<file path="config.mk">
export PLATFORM = sky130hd
export DESIGN_NAME = aes_chk_align
export DESIGN_NICKNAME = d
export VERILOG_FILES = /design/src/rtl/aes_chk_pkg.sv /design/src/rtl/aes_chk_align.sv
export SDC_FILE = /design/constraint.sdc
export NUM_CORES = 1
export LEC_CHECK = 0
export CAP_MARGIN = 20
export CORE_MARGIN = 2
export CORE_UTILIZATION = 35
export DETAILED_ROUTE_END_ITERATION = 10
export PLACE_DENSITY_LB_ADDON = 0.25
export SLEW_MARGIN = 20
export SYNTH_ARGS = -nofsm -noshare
export SYNTH_HDL_FRONTEND = slang
export SYNTH_SLANG_ARGS = --single-unit
</file>
<file path="constraint.sdc">
create_clock -name clk -period 0.8 [get_ports clk]
set_input_delay 0.08 -clock clk [delete_from_list [all_inputs] [get_ports clk]]
set_output_delay 0.08 -clock clk [all_outputs]
set_load 0.02 [all_outputs]
</file>
<file path="src/rtl/aes_chk_pkg.sv">
// aes_chk_pkg: shared widths, default pipeline latency and FSM states for the AES response checker.
package aes_chk_pkg;
    localparam int AES_BLK_W   = 128;
    localparam int CAP_W       = 64;
    localparam int DEF_LATENCY = 21;
    typedef enum logic [1:0] {IDLE, RUN, DONE} state_t;
endpackage

</file>
<file path="src/rtl/aes_chk_align.sv">
// aes_chk_align: {valid,last} delay line tracking issued vectors until their response is due.
// Ports: clk, rst (sync, active-high), en (shift enable; low freezes contents), in_valid/in_last,
//        pre_valid (stage LATENCY-1), cmp_valid/cmp_last (stage LATENCY).
module aes_chk_align
    import aes_chk_pkg::*;
#(
    parameter int LATENCY = DEF_LATENCY
) (
    input  logic clk,
    input  logic rst,
    input  logic en,
    input  logic in_valid,
    input  logic in_last,
    output logic pre_valid,
    output logic cmp_valid,
    output logic cmp_last
);
    // bit i holds stage i+1
    logic [LATENCY-1:0] v;
    logic [LATENCY-1:0] l;
    always_ff @(posedge clk) begin
        if (rst) begin
            v <= '0;
            l <= '0;
        end else if (en) begin
            v <= {v[LATENCY-2:0], in_valid};
            l <= {l[LATENCY-2:0], in_valid & in_last};
        end
    end
    assign pre_valid = v[LATENCY-2];
    assign cmp_valid = v[LATENCY-1];
    assign cmp_last  = l[LATENCY-1];
endmodule

</file>
After elaboration in Yosys (flattened, before gate mapping)
Index checks and enable logic that the tools add are counted.
W data, S select, Z words.
{"block": "totals", "in_bits": 5, "register_bits": 42, "out_inout_bits": 3, "word_cells": 3}
{"block": "op_classes", "bitwise_logic": 1}
{"op": "$and A1 B1 Y1", "n": 1}

Depth between registers and ports, before layout
Gate-level depths: netlist (run 1).
{"block": "depth", "word_depth": 1, "depth_mapped": 4, "depth_no_buf": 2}

Least setup slack after synthesis (run 1)
Ideal clock, no wire load.
{"block": "synth_path", "kind": "input to register", "from": "input port en", "to": "register v[20]", "path_slack_ns": 0.117, "path_buffers": 2, "path_stages": 4, "required_ns": 0.683, "t_arrival_ns": 0.565, "setup_ns": 0.117, "cell_sequence": "buf_6 -> buf_12 -> mux2i_1 -> nor2_1"}
{"item": "start: declaration", "line_no": "aes_chk_align.sv:11", "source": "input logic en,"}
{"item": "end signal: assignment", "line_no": "aes_chk_align.sv:26", "source": "v <= {v[LATENCY-2:0], in_valid};"}
{"item": "end: declaration", "line_no": "aes_chk_align.sv:19", "source": "logic [LATENCY-1:0] v;"}

Worst setup path in the final report (run 1)
{"block": "layout_path", "from": "register l[20]", "to": "output port cmp_last"}
{"item": "start: declaration", "line_no": "aes_chk_align.sv:20", "source": "logic [LATENCY-1:0] l;"}
{"item": "start signal: assignment", "line_no": "aes_chk_align.sv:27", "source": "l <= {l[LATENCY-2:0], in_valid & in_last};"}
{"item": "end: declaration", "line_no": "aes_chk_align.sv:16", "source": "output logic cmp_last"}
No word-level cell between the ends.

==> flow_summary_export.csv, run 1 <==
group,metric,value,unit
run_status,status,"finished with violations",
run_status,violations,"setup timing",
global_routing,grtUsageTotal,9.62,%
drt,ant_nets,0,
placement,pre_cts_slack,-222,ps
global_routing,grt-ovfl-total,0,
cts,clkSinkCount,42,
die,io_pins,8,
cts,clk_latency,280,ps
setup_path,end_kind,"output port",
timing,max_clock_freq,1.23,GHz
timing,rsz0062_at_grt,"yes",
flow_run,drv_cap,0,
layout,fill_cells,411,
timing,skew,3.03,ps
placement,portBuffers,7,
yosys,yosys.cell_types.count,10,
timing,maxSlewViolCount,0,
timing,hold_viol,0,
pwr,vdd_drop_max,0.00113,V
placement,hpwl,1.28,mm
yosys,yosysSeqAreaShare,54.7,%
die,die_x,70.3,um
global_routing,grt_max_degree,43,
drt,drt-wirelength-per-cell,10.3,um
yosys,synth_area,1540,um2
cts,clockRootBuffer,"clkbuf_8",
timing,setup_ws,-11.9,ps
setup_path,slowest_delay,340,ps
placement,place.gp.congestion,0.639,
setup_path,cp.buffers_inverters,1,
setup_path,startpoint_type,"register",
drt,detail_route.first_pass.iterations,4,
setup_path,critPathTopFamily,"flip-flops",
setup_path,path_cells,"buf_6",
setup_path,timing.rr.start,"v[19]",
cts,cts_htree_levels,2,
cts,clk_pin_slew,70,ps
timing,final-setup-viol-count,3,
drt,vias,899,
die,coreArea,4290,um2
cts,clockBufferDepth,2,
setup_path,crit_type,"register to output port",
die,rows,24,
cts,cts_hold_buf,0,
setup_path,r2r.worst_path.cells,3,
timing,maxSlewHeadroom,88.7,%
drt,via_per_inst,4.54,
die,die_height,70.3,um
setup_path,endpoint,"cmp_last",
global_routing,grt_pass1_wl,3.73,mm
setup_path,arrival,730,ps
setup_path,reg2reg_slack,60,ps
setup_path,crit_required,720,ps
timing,finalSetupTns,-24.6,ps
yosys,synth_warnings,0,
setup_path,timing.rr.end,"v[19]",
layout,drive_gt1_share,11.6,%
yosys,synth_area_per_cell,11.2,um2
pwr,p_per_area,2050,nW/um2
drt,drt_iter0_markers,45,
timing,period_share,101,%
drt,drt_wl_total,2.03,mm
yosys,synth_cells,137,
yosys,syn-num-nets,142,
setup_path,critPathSlowestCell,"dfxtp_2",
setup_path,crit_start,"l[20]",
layout,num_antenna_cells,0,
drt,drt_drc_violations_left,0,
yosys,synth-seq-cells,42,
global_routing,antenna_found_initial,0,
die,dieArea,4940,um2
hold_path,hold_class,"primary input to register",
cts,cts_tree,"yes",
global_routing,first_global_vias,873,
layout,area_growth,11.3,%
setup_path,path_depth,1,
setup_path,cp_max_fo,2,
cts,cts_made_buffers,5,
die,initial_core_util,35.8,%
layout,nNetsFinal,151,
timing,worstMarginPinSlew,165,ps
timing,period_needed,812,ps
pwr,p_leak,0.000753,uW
-- area by class of cell --
cell class	count	area (um2)	area share, %
Clock buffer	7	76.3	4.46
Sequential cell	42	845	49.4
Tap cell	52	65.1	3.80
Multi-Input combinational cell	85	581	33.9
Timing Repair Buffer	12	144	8.41
-- routing by layer --
layer / vias to the layer above / wire [um] / track usage, %
met1: 420 / 977 / 10.9
met3: 5 / 73 / 3.61
li1: 464 / - / -
met2: 10 / 932 / 15.0
met5: - / 0 / 0
met4: 0 / 48 / 6.41
-- Yosys cell counts (all sizes together) --
cell type / n / share of area, %
clkbuf: 1 / 0.24
dfxtp: 42 / 55
nand2b: 1 / 0.41
nand3: 1 / 0.33
nor2: 41 / 10
a21oi: 1 / 0.33
mux2i: 41 / 27
buf: 9 / 7.2
-- worst min-delay path by stage --
stage                     startpoint  cells past startpoint  slack, ps   end
after floorplan             in_valid                      2        230  v[0]
after global placement          l[0]                      2        460  l[0]
after detailed placement        l[0]                      2        460  l[0]
after CTS                         en                      4        270  l[0]
after global routing              en                      4        300  l[0]
final                             en                      4        290  l[0]
-- where the power goes --
| group | switching, uW | internal, uW |
|---|---|---|
| sequential | 4.74 | 2100 |
| clock | 615 | 600 |
| combinational | 93.2 | 89.2 |
| total | 713 | 2790 |
-- stage by stage --
stage	hold slack, ps	cells	instance area [um2]	utilization, %	total power, uW
2_1_floorplan	227	137	1540	-	2320
3_3_place_gp	458	190	1620	37.7	2330
3_5_place_dp	461	190	1620	37.7	2340
4_1_cts	273	198	1710	39.8	3580
5_1_grt	297	198	1710	39.8	3690
6_report	291	198	1710	39.8	3500
-- cells by family (layout without fill, tap and decap cells) --
| kind of cell | after synthesis | in the layout | synth area share, % |
|---|---|---|---|
| DFF | 42 | 42 | 54.7 |
| and+or+nand+nor | 43 | 43 | 10.7 |
| AOI/OAI and AO/OA | 1 | 1 | 0.325 |
| buffers and inverters | 10 | 19 | 7.49 |
| muxes | 41 | 41 | 26.7 |
-- cells in the final DEF (no fill, tap or decap) --
cell type         n
mux2i_1          41
nor2_1           41
dfxtp_1          39
clkbuf_8          5
clkdlybuf4s50_1   3
dfxtp_2           3
buf_6             3
buf_12            3
clkbuf_1          2
buf_4             2
nand2b_1          1
nand3_1           1
a21oi_1           1
buf_2             1
-- what timing repair did --
item | in CTS | in global routing
setup buffers | 1 | 0
resized for setup | 21 | 0
endpoints found under the setup margin | 3 | 4
-- worst reg2reg max path, cell delays in order, from the launching register on --
cell and delay (ps):
dfxtp_2 330, buf_4 130, mux2i_1 130, nor2_1 50
-- state kept, by name, summed over array words and instances, names as in the netlist --
| name | flops |
|---|---|
| v | 21 |
| l | 21 |
Note: power is estimated with default switching activity, not from simulation.
==> run 2, diff against run 1 <==
==> constraint.sdc (replaced) <==
create_clock -name clk -period 0.8 [get_ports clk]
set_input_delay 0.24 -clock clk [delete_from_list [all_inputs] [get_ports clk]]
set_output_delay 0.24 -clock clk [all_outputs]
set_load 0.02 [all_outputs]
==> run 2 against run 1 <==
  * The run still ends with setup timing left
  * Final area rose by 2.9%
  * Final cell count rose by 1.0%
  * Via count fell by 1.2%
  * Count of clock-buffer cells in the layout fell by 1
  * Routed wire length rose by 3.9%
  * Power rose by 4.7%
  * Maximum frequency fell by 17%
  * Worst setup slack got worse by 160 ps
  * Clock skew fell by 0.83 ps
  * Combinational power rose by 12%
  * Critical path type unchanged
==> flow_summary_export.csv, run 2 (same netlist as run 1, synthesis figures left out) <==
group,metric,value,unit
global_routing,grt-ovfl-total,0,
drt,drt_drc_violations_left,0,
hold_path,hp-start,"en",
setup_path,critPathTopFamily,"flip-flops",
global_routing,grt_max_degree,29,
cts,cts_htree_levels,2,
timing,skew,2.20,ps
setup_path,reg2reg_slack,70,ps
placement,portBuffers,7,
hold_path,hold_path_depth,4,
cts,cts_tree,"yes",
drt,ant_nets,0,
global_routing,grtUsageTotal,9.76,%
pwr,power.total,3670,uW
run_status,status,"finished with violations",
timing,maxSlewViolCount,0,
timing,maxSlewHeadroom,87.2,%
setup_path,end_kind,"output port",
drt,drt_iter0_markers,31,
layout,nNetsFinal,152,
die,die_x,70.3,um
setup_path,timing.rr.start,"v[19]",
run_status,violations,"setup timing",
die,die_height,70.3,um
hold_path,hold_path_end,"l[0]",
cts,clk_pin_slew,70,ps
timing,setup_ws,-176,ps
cts,cts_made_buffers,5,
layout,top_regs,"l x21, v x21",
placement,hpwl,1.28,mm
die,initial_core_util,35.8,%
hold_path,hold_class,"primary input to register",
global_routing,first_global_vias,812,
die,dieArea,4940,um2
global_routing,grt_pass1_wl,3.59,mm
layout,num_antenna_cells,0,
setup_path,cp_max_fo,2,
die,rows,24,
setup_path,cp.buffers_inverters,1,
drt,detail_route.first_pass.iterations,3,
drt,vias,888,
cts,clk_latency,290,ps
setup_path,path_cells,"buf_6",
setup_path,arrival,740,ps
layout,area_growth,14.6,%
setup_path,startpoint_type,"register",
die,io_pins,8,
timing,finalSetupTns,-524,ps
placement,place.gp.congestion,0.644,
timing,final-setup-viol-count,3,
cts,clockRootBuffer,"clkbuf_8",
pwr,p_per_area,2080,nW/um2
setup_path,path_depth,1,
setup_path,r2r.worst_path.cells,3,
timing,hold_viol,0,
layout,fill_cells,427,
setup_path,slowest_delay,340,ps
layout,final_cell_mix,"mux2i_1, nor2_1, dfxtp_1, clkbuf_8",
timing,rsz0062_at_grt,"yes",
drt,via_per_inst,4.44,
layout,drive_gt1_share,14.2,%
die,coreArea,4290,um2
drt,drt_wl_total,2.11,mm
timing,max_clock_freq,1.02,GHz
setup_path,timing.rr.end,"v[20]",
cts,clkSinkCount,42,
pwr,vdd_drop_max,0.00124,V
setup_path,crit_required,560,ps
timing,period_share,122,%
timing,worstMarginPinSlew,192,ps
setup_path,critPathSlowestCell,"dfxtp_2",
drt,drt-wirelength-per-cell,10.6,um
global_routing,antenna_found_initial,0,
cts,clockBufferDepth,2,
setup_path,crit_type,"register to output port",
cts,cts_hold_buf,0,
flow_run,drv_cap,0,
pwr,p_leak,0.000782,uW
timing,period_needed,976,ps
run 2: cell types whose count changed in the layout (fill, tap and decap cells not counted), sizes merged:
cell,before,now
bufbuf,0,1
clkbuf,7,6
clkdlybuf4s50,3,2
clkinv,0,1
clkinvlp,0,1
dlygate4sd2,0,1
run 2: final cells by class:
cell class                      instances  area (um2)  share of cell area (%)
Timing Repair Buffer                   13         175                    9.95
Clock buffer                            6        82.6                    4.69
Clock inverter                          2        12.5                   0.711
Sequential cell                        42         845                    48.0
Tap cell                               52        65.1                    3.70
Multi-Input combinational cell         85         581                    33.0
run 2: timing repair:
action	4_1_cts	5_1_grt
endpoints found under the setup margin	45	3
cloned	1	0
setup buffers	1	0
resized for setup	22	0
hold endpoints to repair	0	0
run 2: layer usage:
layer / part of all wire, % / routed length, um / track usage, % / vias to the layer above
li1: - / - / - / 469
met1: 47 / 995 / 10.8 / 405
met2: 46 / 966 / 14.8 / 9
met3: 4.0 / 84 / 4.33 / 5
met4: 3.1 / 65 / 7.05 / 0
met5: 0 / 0 / 0 / -
run 2: how the worst max path moves through the flow:
stage / from / end / slack [ps]
after CTS: l[20] / cmp_last / -200
final: l[20] / cmp_last / -180
after global placement: l[20] / cmp_last / -350
after floorplan: en / v[20] / -10
after global routing: l[20] / cmp_last / -210
after detailed placement: rst / v[0] / -370
run 2: where the power goes:
group,internal [uW],switching (uW),leakage (uW)
clock network,692,668,0.0000472
logic,107,96.9,0.000395
registers,2100,5.04,0.000340
total,2900,770,0.000782
run 2: per-stage QoR:
stage          setup slack, ps  hold WS (ps)  cells  util (%)  area (um2)
3_5_place_dp              -369           477    190      37.7        1620
6_report                  -176           422    200      41.0        1760
3_3_place_gp              -346           458    190      37.7        1620
2_1_floorplan            -9.53           387    137         -        1550
5_1_grt                   -210           434    200      41.0        1760
4_1_cts                   -196           414    200      41.0        1760
==> run 3, diff against run 2 <==
ABC_CLOCK_PERIOD_IN_PS = 900   (was unset)
clock period = 0.9 ns   (was 0.8 ns; I/O delays follow)
==> run 3 against run 2 <==
  * The flow still finishes with violations (setup timing)
  * Flip-flop and latch count stayed put
  * Clock skew increased by 0.82 ps
  * Count of clock-buffer cells in the layout is 1 higher
  * First-iteration DRC count rose by 42%
  * Register-to-register slack improved by 90 ps
  * Critical path type unchanged
  * Largest cell class unchanged
==> flow_summary_export.csv, run 3 (same netlist as run 1, synthesis figures left out) <==
group,metric,value,unit
placement,portBuffers,7,
die,rows,24,
global_routing,first_global_vias,878,
layout,fill_cells,412,
placement,placed_area,1620,um2
layout,num_antenna_cells,0,
timing,maxSlewViolCount,0,
layout,post-route-util,39.8,%
die,die_height,70.3,um
global_routing,grtUsageTotal,9.68,%
pwr,vdd_drop_max,0.00100,V
setup_path,startpoint_type,"register",
setup_path,cp.buffers_inverters,1,
global_routing,grt_max_degree,43,
die,dieArea,4940,um2
setup_path,cp_max_fo,2,
setup_path,timing.rr.start,"v[19]",
cts,clkSinkCount,42,
global_routing,grt-ovfl-total,0,
layout,top_regs,"l x21, v x21",
timing,hold_viol,0,
pwr,p_per_area,1820,nW/um2
layout,nNetsFinal,151,
cts,cts_made_buffers,5,
setup_path,critPathSlowestCell,"dfxtp_2",
hold_path,hold_path_end,"l[0]",
layout,area_growth,11.2,%
pwr,p_sw_share,20.4,%
setup_path,timing.rr.end,"v[20]",
drt,vias,896,
timing,maxSlewHeadroom,88.5,%
timing,final-setup-viol-count,3,
hold_path,hp-start,"l[0]",
pwr,power.total,3110,uW
timing,worstMarginPinSlew,168,ps
timing,setup_ws,-102,ps
setup_path,critPathTopFamily,"flip-flops",
cts,cts_hold_buf,0,
cts,clockBufferDepth,2,
placement,place.gp.congestion,0.639,
pwr,p_leak,0.000753,uW
timing,rsz0062_at_grt,"yes",
setup_path,r2r.worst_path.cells,3,
setup_path,crit_type,"register to output port",
setup_path,reg2reg_slack,160,ps
layout,fin_cells,198,
layout,design_area,1710,um2
pwr,power.switching,635,uW
die,io_pins,8,
cts,clockRootBuffer,"clkbuf_8",
cts,cts_tree,"yes",
cts,cts_htree_levels,2,
drt,drt-wirelength-per-cell,10.3,um
flow_run,drv_cap,0,
setup_path,end_kind,"output port",
pwr,power.share.clock,34.7,%
setup_path,path_cells,"buf_6",
cts,clk_pin_slew,70,ps
die,die_x,70.3,um
setup_path,crit_required,630,ps
die,coreArea,4290,um2
pwr,pwr-share-seq,60.1,%
drt,ant_nets,0,
timing,max_clock_freq,0.998,GHz
run_status,violations,"setup timing",
placement,hpwl,1.28,mm
layout,drive_gt1_share,11.6,%
cts,clk_latency,280,ps
drt,drt_wl_total,2.04,mm
timing,hold_ws,471,ps
placement,placed_cells,190,
die,initial_core_util,35.8,%
hold_path,hold_class,"register to register",
pwr,power_frac_comb,5.2,%
timing,skew,3.02,ps
timing,period_share,111,%
run_status,status,"finished with violations",
drt,detail_route.first_pass.iterations,4,
drt,drt_drc_violations_left,0,
layout,final_cell_mix,"mux2i_1, nor2_1, dfxtp_1, clkbuf_8",
hold_path,hold_path_depth,2,
timing,period_needed,1000,ps
drt,drt_iter0_markers,44,
drt,via_per_inst,4.53,
global_routing,antenna_found_initial,0,
setup_path,arrival,730,ps
pwr,p_int,2480,uW
global_routing,grt_pass1_wl,3.73,mm
setup_path,slowest_delay,340,ps
run 3: cell types whose count changed in the layout (fill, tap and decap cells not counted), sizes merged:
cell	previous run	this run
clkbuf	6	7
bufbuf	1	0
clkinvlp	1	0
clkinv	1	0
run 3: cell type report:
cell class / count / area (um2) / area share, %
Clock buffer: 7 / 76.3 / 4.47
Multi-Input combinational cell: 85 / 581 / 34.0
Sequential cell: 42 / 845 / 49.4
Tap cell: 52 / 65.1 / 3.81
Timing Repair Buffer: 12 / 143 / 8.35
run 3: what timing repair did:
action | in CTS | in global routing
endpoints found under the setup margin | 4 | 4
pin swaps | 0 | 1
buffers inserted | 2 | 0
gates resized for setup | 22 | 0
run 3: metrics by stage:
step	setup TNS, ps	worst slack [ps]
2_1_floorplan	0	27.3
3_3_place_gp	-12220	-275
3_5_place_dp	-13320	-312
4_1_cts	-335	-114
5_1_grt	-385	-133
6_report	-293	-102
run 3: worst reg2reg max path: cells and delay by family, from the launching register on:
family | cells | cell delay (ps)
multiplexers | 1 | 130
buffers and inverters | 1 | 120
flip-flops | 1 | 320
AND/OR/NAND/NOR | 1 | 60
run 3: routing by layer:
layer | up-vias | track usage, % | routed length (um)
li1 | 463 | - | -
met5 | - | 0 | 0
met1 | 418 | 11.1 | 1020
met2 | 10 | 15.0 | 894
met4 | 0 | 6.41 | 48
met3 | 5 | 3.61 | 73
run 3: power by group through the flow:
| stage | combinational [uW] | sequential [uW] | clock, uW |
|---|---|---|---|
| 2_1_floorplan | 153 | 1910 | 0 |
| 3_3_place_gp | 160 | 1910 | 0 |
| 3_5_place_dp | 165 | 1910 | 0 |
| 4_1_cts | 163 | 1870 | 1150 |
| 5_1_grt | 173 | 1870 | 1230 |
| 6_report | 161 | 1870 | 1080 |
run 3: how the worst max path moves through the flow:
stage                     slack [ps]         to  startpoint  cells after the start
after detailed placement        -310       v[1]         rst                      3
final                           -100   cmp_last       l[20]                      1
after global placement          -280  cmp_valid       v[20]                      1
after global routing            -130   cmp_last       l[20]                      1
after CTS                       -110   cmp_last       l[20]                      1
after floorplan                   30      v[20]          en                      4
